==> src/rtl/memory_arbiter_pkg.sv <==
// Shared encodings, FSM states and owner tags for the unified-memory arbiter.
// The decoder uses the same memAccessControl encodings.
package memory_arbiter_pkg;

  typedef enum logic [1:0] {
    MEM_NONE  = 2'b00,
    MEM_READ  = 2'b01,
    MEM_WRITE = 2'b10,
    MEM_RSVD  = 2'b11
  } mem_op_t;

  typedef enum logic [1:0] {
    IDLE   = 2'd0,
    ACCESS = 2'd1,
    DONE   = 2'd2
  } arb_state_t;

  typedef enum logic {
    OWN_FETCH = 1'b0,
    OWN_DATA  = 1'b1
  } owner_t;

  localparam int unsigned WAIT_CNT_W = $clog2(16);
  localparam int unsigned STARVE_W   = 3;
  localparam int unsigned STAT_W     = 16;
  localparam int unsigned EVT_W      = 8;

  // A data request only counts when it carries an operation.
  function automatic logic data_req_valid(input logic req, input logic [1:0] op);
    return req && (op != MEM_NONE);
  endfunction

endpackage

==> src/rtl/arb_wait_counter.sv <==
// Loadable down-counter that paces memory wait states; o_zero marks the
// last access cycle.
module arb_wait_counter
  import memory_arbiter_pkg::*;
#(
  parameter int unsigned W = WAIT_CNT_W
) (
  input  logic         clk,
  input  logic         rst,
  input  logic         i_load,
  input  logic [W-1:0] i_load_val,
  input  logic         i_dec,
  output logic         o_zero
);

  logic [W-1:0] r_count;

  always_ff @(posedge clk or posedge rst) begin
    if (rst) begin
      r_count <= '0;
    end else if (i_load) begin
      r_count <= i_load_val;
    end else if (i_dec && (r_count != '0)) begin
      r_count <= r_count - W'(1);
    end
  end

  assign o_zero = (r_count == '0);

endmodule

==> src/rtl/memory_port_arbiter.sv <==
// Arbitrates the single-ported unified memory between fetch and data access.
// Optional grant statistics are enabled with the ARB_STATS_EN macro.
module memory_port_arbiter
  import memory_arbiter_pkg::*;
#(
  parameter int unsigned ADDR_WIDTH   = 8,
  parameter int unsigned DATA_WIDTH   = 16,
  parameter int unsigned WAIT_STATES  = 1,
  parameter int unsigned STARVE_LIMIT = 3
) (
  input  logic                  clk,
  input  logic                  rst,
  input  logic                  fetchReq,
  input  logic [ADDR_WIDTH-1:0] fetchAddr,
  output logic                  fetchAck,
  output logic [DATA_WIDTH-1:0] fetchData,
  input  logic                  dataReq,
  input  logic [1:0]            memAccessControl,
  input  logic [ADDR_WIDTH-1:0] dataAddr,
  input  logic [DATA_WIDTH-1:0] dataWriteData,
  output logic                  dataAck,
  output logic [DATA_WIDTH-1:0] dataReadData,
  output logic                  accessError,
  output logic                  memEnable,
  output logic                  memWrite,
  output logic [ADDR_WIDTH-1:0] memAddr,
  output logic [DATA_WIDTH-1:0] memWriteData,
  input  logic [DATA_WIDTH-1:0] memReadData,
`ifdef ARB_STATS_EN
  output logic [STAT_W-1:0]     fetchGrantCount,
  output logic [STAT_W-1:0]     dataGrantCount,
  output logic [EVT_W-1:0]      starveEvents,
`endif
  output logic                  busy
);

  arb_state_t            r_state;
  arb_state_t            w_next_state;
  owner_t                r_owner;
  mem_op_t               r_op;
  mem_op_t               w_grant_op;
  logic [ADDR_WIDTH-1:0] r_addr;
  logic [DATA_WIDTH-1:0] r_wdata;
  logic [DATA_WIDTH-1:0] r_fetch_data;
  logic [DATA_WIDTH-1:0] r_data_rdata;
  logic [STARVE_W-1:0]   r_starve_cnt;
  logic                  w_data_valid;
  logic                  w_starved;
  logic                  w_grant_fetch;
  logic                  w_grant_data;
  logic                  w_wait_zero;
  logic                  w_capture;

  assign w_data_valid = data_req_valid(dataReq, memAccessControl);
  assign w_starved    = (r_starve_cnt == STARVE_W'(STARVE_LIMIT));

  arb_wait_counter #(
    .W(WAIT_CNT_W)
  ) u_wait_counter (
    .clk       (clk),
    .rst       (rst),
    .i_load    (w_grant_fetch | w_grant_data),
    .i_load_val(WAIT_CNT_W'(WAIT_STATES)),
    .i_dec     (r_state == ACCESS),
    .o_zero    (w_wait_zero)
  );

  always_ff @(posedge clk or posedge rst) begin
    if (rst) begin
      r_state <= IDLE;
    end else begin
      r_state <= w_next_state;
    end
  end

  // Arbitration happens only in IDLE; reserved ops bypass the memory.
  always_comb begin
    w_next_state  = r_state;
    w_grant_fetch = 1'b0;
    w_grant_data  = 1'b0;
    w_grant_op    = MEM_READ;
    case (r_state)
      IDLE: begin
        if (fetchReq && (!w_data_valid || w_starved)) begin
          w_grant_fetch = 1'b1;
        end else if (w_data_valid) begin
          w_grant_data = 1'b1;
          w_grant_op   = mem_op_t'(memAccessControl);
        end
        if (w_grant_data && (w_grant_op == MEM_RSVD)) begin
          w_next_state = DONE;
        end else if (w_grant_fetch || w_grant_data) begin
          w_next_state = ACCESS;
        end
      end
      ACCESS: begin
        if (w_wait_zero) begin
          w_next_state = DONE;
        end
      end
      DONE:    w_next_state = IDLE;
      default: w_next_state = IDLE;
    endcase
  end

  assign w_capture = (r_state == ACCESS) && w_wait_zero && (r_op == MEM_READ);

  always_ff @(posedge clk or posedge rst) begin
    if (rst) begin
      r_owner      <= OWN_FETCH;
      r_op         <= MEM_NONE;
      r_addr       <= '0;
      r_wdata      <= '0;
      r_fetch_data <= '0;
      r_data_rdata <= '0;
      r_starve_cnt <= '0;
    end else begin
      if (w_grant_fetch) begin
        r_owner      <= OWN_FETCH;
        r_op         <= MEM_READ;
        r_addr       <= fetchAddr;
        r_starve_cnt <= '0;
      end else if (w_grant_data) begin
        r_owner <= OWN_DATA;
        r_op    <= w_grant_op;
        r_addr  <= dataAddr;
        r_wdata <= dataWriteData;
        // Fetch lost a contended arbitration.
        if (fetchReq && !w_starved) begin
          r_starve_cnt <= r_starve_cnt + STARVE_W'(1);
        end
      end
      if (w_capture) begin
        if (r_owner == OWN_FETCH) begin
          r_fetch_data <= memReadData;
        end else begin
          r_data_rdata <= memReadData;
        end
      end
    end
  end

  assign memEnable    = (r_state == ACCESS);
  assign memWrite     = memEnable && (r_op == MEM_WRITE);
  assign memAddr      = r_addr;
  assign memWriteData = r_wdata;
  assign fetchAck     = (r_state == DONE) && (r_owner == OWN_FETCH);
  assign dataAck      = (r_state == DONE) && (r_owner == OWN_DATA);
  assign accessError  = dataAck && (r_op == MEM_RSVD);
  assign fetchData    = r_fetch_data;
  assign dataReadData = r_data_rdata;
  assign busy         = (r_state != IDLE);

`ifdef ARB_STATS_EN
  logic [STAT_W-1:0] r_fetch_grants;
  logic [STAT_W-1:0] r_data_grants;
  logic [EVT_W-1:0]  r_starve_events;
  logic              w_forced;

  assign w_forced = w_grant_fetch && w_data_valid && w_starved;

  always_ff @(posedge clk or posedge rst) begin
    if (rst) begin
      r_fetch_grants  <= '0;
      r_data_grants   <= '0;
      r_starve_events <= '0;
    end else begin
      if (w_grant_fetch && (r_fetch_grants != '1)) begin
        r_fetch_grants <= r_fetch_grants + STAT_W'(1);
      end
      if (w_grant_data && (r_data_grants != '1)) begin
        r_data_grants <= r_data_grants + STAT_W'(1);
      end
      if (w_forced && (r_starve_events != '1)) begin
        r_starve_events <= r_starve_events + EVT_W'(1);
      end
    end
  end

  assign fetchGrantCount = r_fetch_grants;
  assign dataGrantCount  = r_data_grants;
  assign starveEvents    = r_starve_events;
`endif

endmodule
==> config.mk <==
export PLATFORM = sky130hd
export DESIGN_NAME = memory_port_arbiter
export DESIGN_NICKNAME = d
export VERILOG_FILES = /design/src/rtl/memory_arbiter_pkg.sv /design/src/rtl/arb_wait_counter.sv /design/src/rtl/memory_port_arbiter.sv
export SDC_FILE = /design/constraint.sdc
export NUM_CORES = 1
export LEC_CHECK = 0
export ABC_AREA = 1
export CAP_MARGIN = 20
export CORE_MARGIN = 2
export CORE_UTILIZATION = 45
export DETAILED_ROUTE_END_ITERATION = 16
export DONT_BUFFER_PORTS = 1
export HOLD_SLACK_MARGIN = 0.1
export PLACE_DENSITY = 0.71
export SLEW_MARGIN = 15
export SYNTH_ARGS = -nofsm -noshare
export SYNTH_HDL_FRONTEND = slang
export SYNTH_SLANG_ARGS = --single-unit
==> constraint.sdc <==
create_clock -name clk -period 1.9 [get_ports clk]
set_clock_uncertainty 0.2 [all_clocks]
set_input_delay 0.095 -clock clk [delete_from_list [all_inputs] [get_ports clk]]
set_output_delay 0.095 -clock clk [all_outputs]
set_load 0.01 [all_outputs]
==> metrics.md, run 1 <==
| Metric | Value |
|---|---|
| Cells after DPL | 410 |
| CTS tree | done |
| Syn avg cell area | 9.21 um2 |
| Total number of vias | 2470 |
| Largest net degree at the start of global routing | 69 |
| Site row count | 30 |
| EDFF count, synth | 0 |
| Critical Path, Cell by Cell | ha_1 -> ha_1 -> inv_1 -> nand3_4 -> nand3_1 -> buf_4 -> nand3_1 -> nand3_1 |
| Final period util | 0.970 |
| Routed wire length | 7.16 mm |
| Initial antenna violation count | 0 |
| CP required | 1970 ps |
| Status | finished clean |
| PwrDens | 1500 mW/mm2 |
| Post_cts resized | 0 |
| Post-synthesis cell type count | 25 |
| Via count of the first global-routing pass | 2444 |
| Pre-antenna DRT Iters | 4 |
| Wirelength per Cell | 14.9 um |
| Crit Path Class | register to register |
| CP Launch Type | register |
| Most frequent CP cell | nand3_1 |
| First-iteration detailed-routing DRC count | 112 |
| MaxCap Viol Count | 0 |
| Async set-reset flop share out of synthesis | 1.00 |
| Mapped Area | 0.00308 mm2 |
| Synth Net Count | 393 |
| GRT Total Usage | 0.194 |
| Synth-to-Final Area Change | 26.5% |
| Initial core utilization | 0.459 |
| Setup Total Neg Slack | 0 ps |
| Worst path top cell family by delay | simple AND/OR/NAND/NOR gates |
| Vias per cell | 5.15 |
| Sw Pwr | 2.42 mW |
| Grt ovf | 0 |
| RSZ-0062 raised after global routing | true |
| Final setup viols | 0 |
| # Post-CTS Setup Buffers | 0 |
| DRC viols | 0 |
| Pint | 3.43 mW |
| Die Y | 86.8 um |
| Clock sink count | 68 |
| Post-synthesis register bit count | 68 |
| Gate Count Post-Synth | 335 |
| Most common cell after layout, fill and taps aside | nand2_1 |
| Max VDD drop | 0.721 mV |
| Critical Path AT | 1920 ps |
| Worst path max stage delay | 400 ps |
| Die width | 86.8 um |
| Critical-path maximum fanout | 10 |
| Die ar. | 0.00753 mm2 |
| Longest Clk Path Bufs | 2 |
| Buf+Inv Stages, Crit Path | 2 |
| Ranking of synthesized cells by area | dfrtp_1 (55%), nand2_1 (12%), nand3_1 (6.8%), o21ai_2 (5.7%), inv_1 (4.9%) |
| Yosys top cell area share | 0.552 |
| Core area | 0.00672 mm2 |
| Worst-Skew Late Latency | 330 ps |
| Seq/Total Area, Yosys | 0.552 |
| Clk pwr share | 0.188 |
| Final ANT Viol Nets | 0 |
| Antenna cells | 0 |
| Cts bufs inserted | 9 |
| YS warnings | 0 |
| Seq pwr share | 0.503 |
| First-pass GRT wire length | 11.4 mm |
| Hold Violations, Final | 0 |
| CTS root buf | clkbuf_8 |
| Crit. End Element | register |
| Final core utilization | 0.581 |
| Pwr Total | 5.86 mW |
| Leak | 1.98 nW |
| Logic pwr share | 0.308 |
| Slowest cell on crit path | dfrtp_1 |
| Fin. max-slew vios | 0 |
| Layout cells sized above 1 | 0.148 |
| Worst hold path class | primary input to asynchronous set/reset pin |
| Worst Max-Slew Pin Slew | 417 ps |
| Most frequent cells in the layout | nand2_1 (95), dfrtp_1 (68), dlygate4sd3_1 (54) |
| Final Hold Slack | 142 ps |
| Number of port buffers | 0 |
| Tmin final | 1840 ps |
| Worst-path clk slew | 70 ps |
| Max Clock Freq | 0.543 GHz |
| Primary FF master, synth | dfrtp_1 |
| Sw Share | 0.414 |
| GPL Wtd Cong | 0.833 |
| Finished Layout Cells | 480 |
| Worst slew margin | 0.720 |
| I/O pin cnt | 116 |
| CTS HTree Levels | 3 |
| Layout Nets | 453 |
| DPL Wire Length | 4.52 mm |
| Area leader, netlist | dfrtp_1 |
==> area by class of cell <==
type | instances | area [um2]
multi-input cells | 211 | 1110
fillers | 569 | 2820
flip-flops and latches | 68 | 1700
clock buffers | 11 | 151
repair buffers | 64 | 641
clock inverters | 5 | 35.0
well taps | 80 | 100
inverters | 41 | 158
==> cell families (layout without fill, tap and decap cells) <==
family / count (synthesis) / count (layout) / synth area share
flops: 68 / 68 / 0.552
compound gates: 39 / 39 / 0.0876
simple gates: 167 / 167 / 0.255
fa+ha+maj: 4 / 4 / 0.0162
xor+xnor: 1 / 1 / 0.00284
buf+inv: 56 / 121 / 0.0868
==> stage by stage <==
step / instance area, um2 / worst slack, ps
2_1_floorplan: 3090 / 173
3_3_place_gp: 3170 / 157
3_5_place_dp: 3170 / 82.1
4_1_cts: 3900 / 68.1
5_1_grt: 3900 / -33.7
6_report: 3900 / 57.3
==> sequential cells by signal, summed over array words and instances, names as in the netlist <==
register,cells
dataReadData,16
fetchData,16
memAddr,8
memWriteData,16
r_op,2
r_owner,1
r_starve_cnt,3
r_state,2
u_wait_counter.r_count,4
==> layer usage <==
| metal | vias to the layer above | track usage | part of all wire |
|---|---|---|---|
| met1 | 1180 | 0.239 | 0.41 |
| met5 | - | 0 | 0 |
| met2 | 85 | 0.327 | 0.51 |
| met3 | 11 | 0.0448 | 0.062 |
| li1 | 1194 | - | - |
| met4 | 0 | 0.0810 | 0.019 |
==> power by group through the flow <==
| stage | logic (mW) | registers (mW) | clock network (mW) |
|---|---|---|---|
| after floorplan | 1.42 | 2.82 | 0 |
| after global placement | 1.64 | 2.96 | 0 |
| after CTS | 1.82 | 2.95 | 1.14 |
| after global routing | 2.06 | 3.04 | 1.21 |
| final | 1.81 | 2.95 | 1.10 |
| after detailed placement | 1.72 | 2.97 | 0 |
==> final timing paths <==
check	from	endpoint	slack (ps)	cells past startpoint
max	r_starve_cnt[0]$_DFFE_PP0P_	memAddr[3]$_DFFE_PP0N_	60	8
min	rst	memWriteData[8]$_DFFE_PP0P_	140	3
max reg2reg	r_starve_cnt[0]$_DFFE_PP0P_	memAddr[3]$_DFFE_PP0N_	60	8
min reg2reg	r_starve_cnt[1]$_DFFE_PP0P_	r_starve_cnt[1]$_DFFE_PP0P_	300	2
max in group asynchronous	rst	r_owner$_DFFE_PP0N_	1080	3
min in group clk	dataWriteData[4]	memWriteData[4]$_DFFE_PP0P_	240	3
==> worst reg2reg max path: stages, from the launching register on <==
cell and delay (ps):
dfrtp_1 400, ha_1 220, ha_1 170, inv_1 100, nand3_4 150, nand3_1 190, buf_4 190, nand3_1 90
nand3_1 80
==> what timing repair did <==
| item | CTS | global route |
|---|---|---|
| setup endpoints to repair | 0 | 19 |
| endpoints found under the hold margin | 136 | 0 |
| hold buffers | 54 | 0 |
==> cell usage after synthesis, types with 2 or more instances <==
cell and count:
nand2_1 95, dfrtp_1 68, nand3_1 42, inv_1 40, o21ai_2 20, o21ai_1 13, nand4_1 9, nor2_1 7
buf_4 6, o21ai_0 5, buf_2 4, buf_6 4, ha_1 4, nand2_2 4, nor3_1 3, nand3_2 2
No activity file was read; power rests on OpenSTA's default activity.
==> run 2: changes to the inputs <==
BUFFER_PORTS_ARGS = -buffer_cell sky130_fd_sc_hd__buf_4   (was unset)
CORE_UTILIZATION = 44   (was 45)
DONT_BUFFER_PORTS = unset   (was 1)
PLACE_DENSITY = 0.85   (was 0.71)
==> metrics.md, run 2 (synthesized netlist as in run 1, its figures left out) <==
| Metric | Value |
|---|---|
| CTS root buf | clkbuf_8 |
| Fin. max-slew vios | 0 (unchanged) |
| Layout Nets | 567 (+25%) |
| Worst hold path class | primary input to asynchronous set/reset pin |
| Worst path max stage delay | 400 ps (about the same) |
| Die Y | 87.7 um (+1.1%) |
| Site row count | 30 (unchanged) |
| # Post-CTS Setup Buffers | 0 (unchanged) |
| Layout cells sized above 1 | 0.339 (+0.191) |
| Final instance area | 0.00479 mm2 (+23%) |
| Wirelength per Cell | 14.7 um (-1.5%) |
| Vias per cell | 4.96 (-3.6%) |
| Pint | 4.26 mW (+24%) |
| Slowest cell on crit path | dfrtp_1 |
| Max VDD drop | 0.627 mV (-13%) |
| DP Worst Slack | 95.1 ps (+12.9 ps) |
| Max Clock Freq | 0.561 GHz (+3.3%) |
| Hold Violations, Final | 0 (unchanged) |
| Storage element area | 0.00170 mm2 (unchanged) |
| Pre-antenna DRT Iters | 5 (+1) |
| Routed wire length | 8.96 mm (+25%) |
| Setup Total Neg Slack | 0 ps (unchanged) |
| Final ANT Viol Nets | 0 (unchanged) |
| Worst Max-Slew Pin Slew | 613 ps (+196 ps) |
| Initial antenna violation count | 0 (unchanged) |
| Initial core utilization | 0.454 (-0.00507) |
| Multi-input gate area | 0.00113 mm2 (+1.1%) |
| GPL Wtd Cong | 0.825 (-0.92%) |
| Final core utilization | 0.704 (+0.124) |
| Clk pwr share | 0.168 (-0.020) |
| Clock sink count | 68 (unchanged) |
| Final setup viols | 0 (unchanged) |
| Critical Path AT | 1820 ps (-100 ps) |
| Tmin final | 1780 ps (-59.5 ps) |
| Worst R2R Path Depth | 8 (unchanged) |
| Critical-path maximum fanout | 16 (+6) |
| Number of port buffers | 115 (+115) |
| Total number of vias | 3026 (+23%) |
| Final WS setup | 117 ps (+59.5 ps) |
| Final Hold Slack | 172 ps (+30.0 ps) |
| Worst path top cell family by delay | simple AND/OR/NAND/NOR gates |
| Sw Pwr | 2.76 mW (+14%) |
| Antenna cells | 0 (unchanged) |
| MaxCap Viol Count | 0 (unchanged) |
| Buf+Inv Stages, Crit Path | 1 (-1) |
| First-pass GRT wire length | 14.1 mm (+24%) |
| PwrDens | 1470 mW/mm2 (-2.2%) |
| DRC viols | 0 (unchanged) |
| Finished Layout Cells | 610 (+27%) |
| Via count of the first global-routing pass | 2983 (+22%) |
| Sw Share | 0.393 (-0.0212) |
| Area after DPL | 0.00404 mm2 (+27%) |
| Crit. End Element | register |
| I/O pin cnt | 116 (unchanged) |
| Cts bufs inserted | 9 (unchanged) |
| Longest Clk Path Bufs | 2 (unchanged) |
| Critical Path, Cell by Cell | ha_1 -> ha_1 -> inv_1 -> nand3_4 -> nand2_4 -> nand2_4 -> nand2_1 -> nand2_1 |
| Final period util | 0.939 (-0.0313) |
| Stages on worst setup path | 8 (unchanged) |
| Leak | 2.54 nW (+28%) |
| First-iteration detailed-routing DRC count | 229 (+100%) |
| RSZ-0062 raised after global routing | false |
| Most frequent cells in the layout | buf_4 (122), nand2_1 (94), dfrtp_1 (68) |
| Crit Path Class | register to register |
| CP Launch Type | register |
| Logic pwr share | 0.460 (+0.152) |
| Worst slew margin | 0.590 (-0.129) |
| Filler cells | 474 (-17%) |
| Largest net degree at the start of global routing | 33 (-52%) |
| Worst-Skew Late Latency | 350 ps (+20 ps) |
| Seq pwr share | 0.372 (-0.131) |
| GRT Total Usage | 0.238 (+0.0438) |
| Pwr Total | 7.03 mW (+20%) |
| Die ar. | 0.00770 mm2 (+2.2%) |
| Most common cell after layout, fill and taps aside | buf_4 |
| Synth-to-Final Area Change | 55.2% |
| Worst-path clk slew | 80 ps (about the same) |
| Grt ovf | 0 (unchanged) |
| DPL Wire Length | 5.86 mm (+30%) |
| Status | finished clean |
| Core area | 0.00679 mm2 (+1.1%) |
| CP required | 1940 ps (-30 ps) |
| Die width | 87.7 um (+1.1%) |
| CTS tree | done |
| Cells after DPL | 540 (+32%) |
| CTS HTree Levels | 3 (unchanged) |
[run 2: cell types whose count changed in the layout (fill, tap and decap cells not counted), sizes merged]
cell | previous run | this run
bufinv | 0 | 1
clkbuf | 11 | 10
clkinvlp | 2 | 3
clkinv | 3 | 2
buf | 10 | 124
[run 2: path summary, 6_finish.rpt]
kind                       slack [ps]                               endpoint                        start
max                               120           memWriteData[14]$_DFFE_PP0P_  r_starve_cnt[0]$_DFFE_PP0P_
min                               170              fetchData[12]$_DFFE_PP0P_                          rst
max reg2reg                       120           memWriteData[14]$_DFFE_PP0P_  r_starve_cnt[0]$_DFFE_PP0P_
min reg2reg                       280            dataReadData[2]$_DFFE_PP0P_  dataReadData[2]$_DFFE_PP0P_
max in group asynchronous         740  u_wait_counter.r_count[2]$_DFFE_PP0P_                          rst
min in group clk                  280            dataReadData[2]$_DFFE_PP0P_  dataReadData[2]$_DFFE_PP0P_
[run 2: cell type report]
class / instances / share of cell area
Clock buffer: 10 / 0.0267
Timing Repair Buffer: 178 / 0.311
Clock inverter: 6 / 0.0133
Inverter: 41 / 0.0329
Sequential cell: 68 / 0.356
Multi-Input combinational cell: 211 / 0.236
Tap cell: 96 / 0.0251
[run 2: worst min-delay path, cell delays in order]
cell and delay [ps]:
dlygate4sd3_1 530, buf_4 140, clkinvlp_4 410
[run 2: timing repair]
item	in CTS	in global routing
hold endpoints to repair	128	0
hold buffers	54	0
resized for setup	0	4
setup endpoints to repair	0	20
[run 2: power by group through the flow]
stage | sequential (mW) | clock [mW] | combinational, mW
5_1_grt | 2.68 | 1.27 | 3.54
2_1_floorplan | 2.82 | 0 | 1.42
3_3_place_gp | 2.56 | 0 | 2.97
3_5_place_dp | 2.60 | 0 | 3.10
6_report | 2.61 | 1.18 | 3.23
4_1_cts | 2.58 | 1.19 | 3.19
[run 2: layer usage]
| layer | wire length (um) | track usage | share of wire |
|---|---|---|---|
| met5 | 0 | 0 | 0 |
| met2 | 4670 | 0.404 | 0.52 |
| met3 | 610 | 0.0575 | 0.068 |
| met1 | 3350 | 0.285 | 0.37 |
| met4 | 327 | 0.110 | 0.037 |
==> run 3: changes to the inputs <==
CELL_PAD_IN_SITES_DETAIL_PLACEMENT = 1   (was unset)
CELL_PAD_IN_SITES_GLOBAL_PLACEMENT = 2   (was unset)
CORE_UTILIZATION = 25   (was 44)
PLACE_DENSITY = 0.84   (was 0.85)
==> metrics.md, run 3 (synthesized netlist as in run 1, its figures left out) <==
| Metric | Value |
|---|---|
| Worst-Skew Late Latency | 320 ps (-30 ps) |
| Routed wire length | 9.69 mm (+8.1%) |
| Grt ovf | 0 (unchanged) |
| Via count of the first global-routing pass | 3178 (+6.5%) |
| Storage element area | 0.00170 mm2 (unchanged) |
| RSZ-0062 raised after global routing | false |
| Core area | 0.0120 mm2 (+77%) |
| GPL Wtd Cong | 0.715 (-13%) |
| Die ar. | 0.0132 mm2 (+72%) |
| Crit Path Class | register to register |
| CTS root buf | clkbuf_16 |
| Crit. End Element | register |
| CTS HTree Levels | 3 (unchanged) |
| Hold Violations, Final | 0 (unchanged) |
| Total number of vias | 2928 (-3.2%) |
| Worst R2R Setup Slack | 110 ps (about the same) |
| Final setup viols | 0 (unchanged) |
| MaxCap Viol Count | 0 (unchanged) |
| Site row count | 40 (+33%) |
| Synth-to-Final Area Change | 62.1% |
| Leak | 2.61 nW (+2.8%) |
| CTS tree | done |
| Longest Clk Path Bufs | 2 (unchanged) |
| Final ANT Viol Nets | 0 (unchanged) |
| Die width | 115 um (+31%) |
| Most frequent cells in the layout | buf_4 (123), nand2_1 (95), dfrtp_1 (68) |
| Cts bufs inserted | 9 (unchanged) |
| Antenna cells | 0 (unchanged) |
| Pre-antenna DRT Iters | 4 (-1) |
| Max Clock Freq | 0.560 GHz (-0.12%) |
| GRT Total Usage | 0.151 (-0.0874) |
| Tmin final | 1790 ps (+2.06 ps) |
| Pwr Total | 7.59 mW (+8.1%) |
| I/O pin cnt | 116 (unchanged) |
| Initial antenna violation count | 0 (unchanged) |
| Fin. max-slew vios | 0 (unchanged) |
| DPL Wire Length | 6.25 mm (+6.6%) |
| Die Y | 115 um (+31%) |
| Wirelength per Cell | 14.6 um (-0.50%) |
| Final instance area | 0.00500 mm2 (+4.5%) |
| Worst-path clk slew | 50 ps (-30 ps) |
| DRC viols | 0 (unchanged) |
| Final period util | 0.940 (+0.00108) |
| Max VDD drop | 0.599 mV (-4.4%) |
| Critical-path maximum fanout | 9 (-7) |
| Worst R2R Path Depth | 9 (+1) |
| PwrDens | 1520 mW/mm2 (+3.5%) |
| First-iteration detailed-routing DRC count | 102 (-55%) |
| CP Launch Type | register |
| Worst slew margin | 0.740 (+0.150) |
| Initial core utilization | 0.257 (-0.197) |
| Clock sink count | 68 (unchanged) |
| Multi-input gate area | 0.00112 mm2 (-0.89%) |
| First-pass GRT wire length | 15.5 mm (+10%) |
| Layout cells sized above 1 | 0.339 (+0.000626) |
| Critical Path AT | 1840 ps (+20 ps) |
| Filler cells | 1370 (+190%) |
| Most common cell after layout, fill and taps aside | buf_4 |
| CP required | 1960 ps (+20 ps) |
| Final core utilization | 0.416 (-0.288) |
| Setup Total Neg Slack | 0 ps (unchanged) |
| Status | finished clean |
| Worst hold path class | primary input to asynchronous set/reset pin |
| Largest net degree at the start of global routing | 69 (+110%) |
| Vias per cell | 4.42 (-11%) |
| Layout Nets | 570 (+0.53%) |
| Area after DPL | 0.00414 mm2 (+2.6%) |
| Worst Max-Slew Pin Slew | 390 ps (-223 ps) |
| Number of port buffers | 115 (unchanged) |
==> run 3: cell types whose count changed in the layout (fill, tap and decap cells not counted), moves of 2 or more <==
| cell | before | now |
|---|---|---|
| buf_12 | 1 | 3 |
| clkinv_2 | 2 | 0 |
| clkinvlp_4 | 3 | 1 |
| clkbuf_16 | 0 | 9 |
| o21ai_0 | 5 | 3 |
| o21ai_1 | 13 | 15 |
| clkbuf_8 | 9 | 3 |
==> run 3: per-stage QoR <==
stage | hold slack (ps) | std cells | setup slack [ps]
after global routing | 288 | 663 | 7.27
final | 246 | 663 | 115
after global placement | 31.2 | 593 | 123
after CTS | 252 | 663 | 12.4
after floorplan | 39.6 | 335 | 173
after detailed placement | 36.4 | 593 | 28.7
==> run 3: critical path, cell delays in order (launching register included) <==
cell and delay, ps:
dfrtp_1 400, ha_2 200, ha_1 190, inv_2 70, nand3_4 70, buf_4 170, nand3_1 90, buf_4 160
nand3_1 80, nand3_1 80
==> run 3: power by group <==
| part | switching, mW | internal (mW) | leakage [nW] |
|---|---|---|---|
| registers | 0.466 | 2.15 | 0.826 |
| clock network | 0.584 | 1.12 | 0.149 |
| logic | 1.70 | 1.58 | 1.64 |
| total | 2.75 | 4.85 | 2.61 |
==> run 3: layer usage <==
layer  share of wire  vias to the layer above  track usage  routed length [um]
met5               0                        -            0                   0
li1                -                     1421            -                   -
met1            0.41                     1411        0.166                3990
met3           0.057                        5       0.0438                 550
met2            0.53                       91        0.280                5100
met4          0.0045                        0       0.0434                  44
==> run 3: timing repair <==
item,CTS,global route
setup endpoints to repair,10,27
hold buffers,54,0
endpoints found under the hold margin,128,0
gates resized for setup,1,4
buffers inserted,1,0
==> run 3: layout make-up <==
class	instances	area share
clock inverter	1	0.00601
timing repair buffer	181	0.307
sequential	68	0.340
inverter	41	0.0315
clock buffer	14	0.0548
tap	147	0.0368
multi-input combinational	211	0.223
==> run 3: worst paths after layout <==
kind	from	endpoint
min	rst	fetchData[13]$_DFFE_PP0P_
min reg2reg	memWriteData[11]$_DFFE_PP0P_	memWriteData[11]$_DFFE_PP0P_
min in group clk	memWriteData[11]$_DFFE_PP0P_	memWriteData[11]$_DFFE_PP0P_
max in group asynchronous	rst	memWriteData[5]$_DFFE_PP0P_
max	r_starve_cnt[0]$_DFFE_PP0P_	memAddr[6]$_DFFE_PP0N_
max reg2reg	r_starve_cnt[0]$_DFFE_PP0P_	memAddr[6]$_DFFE_PP0N_
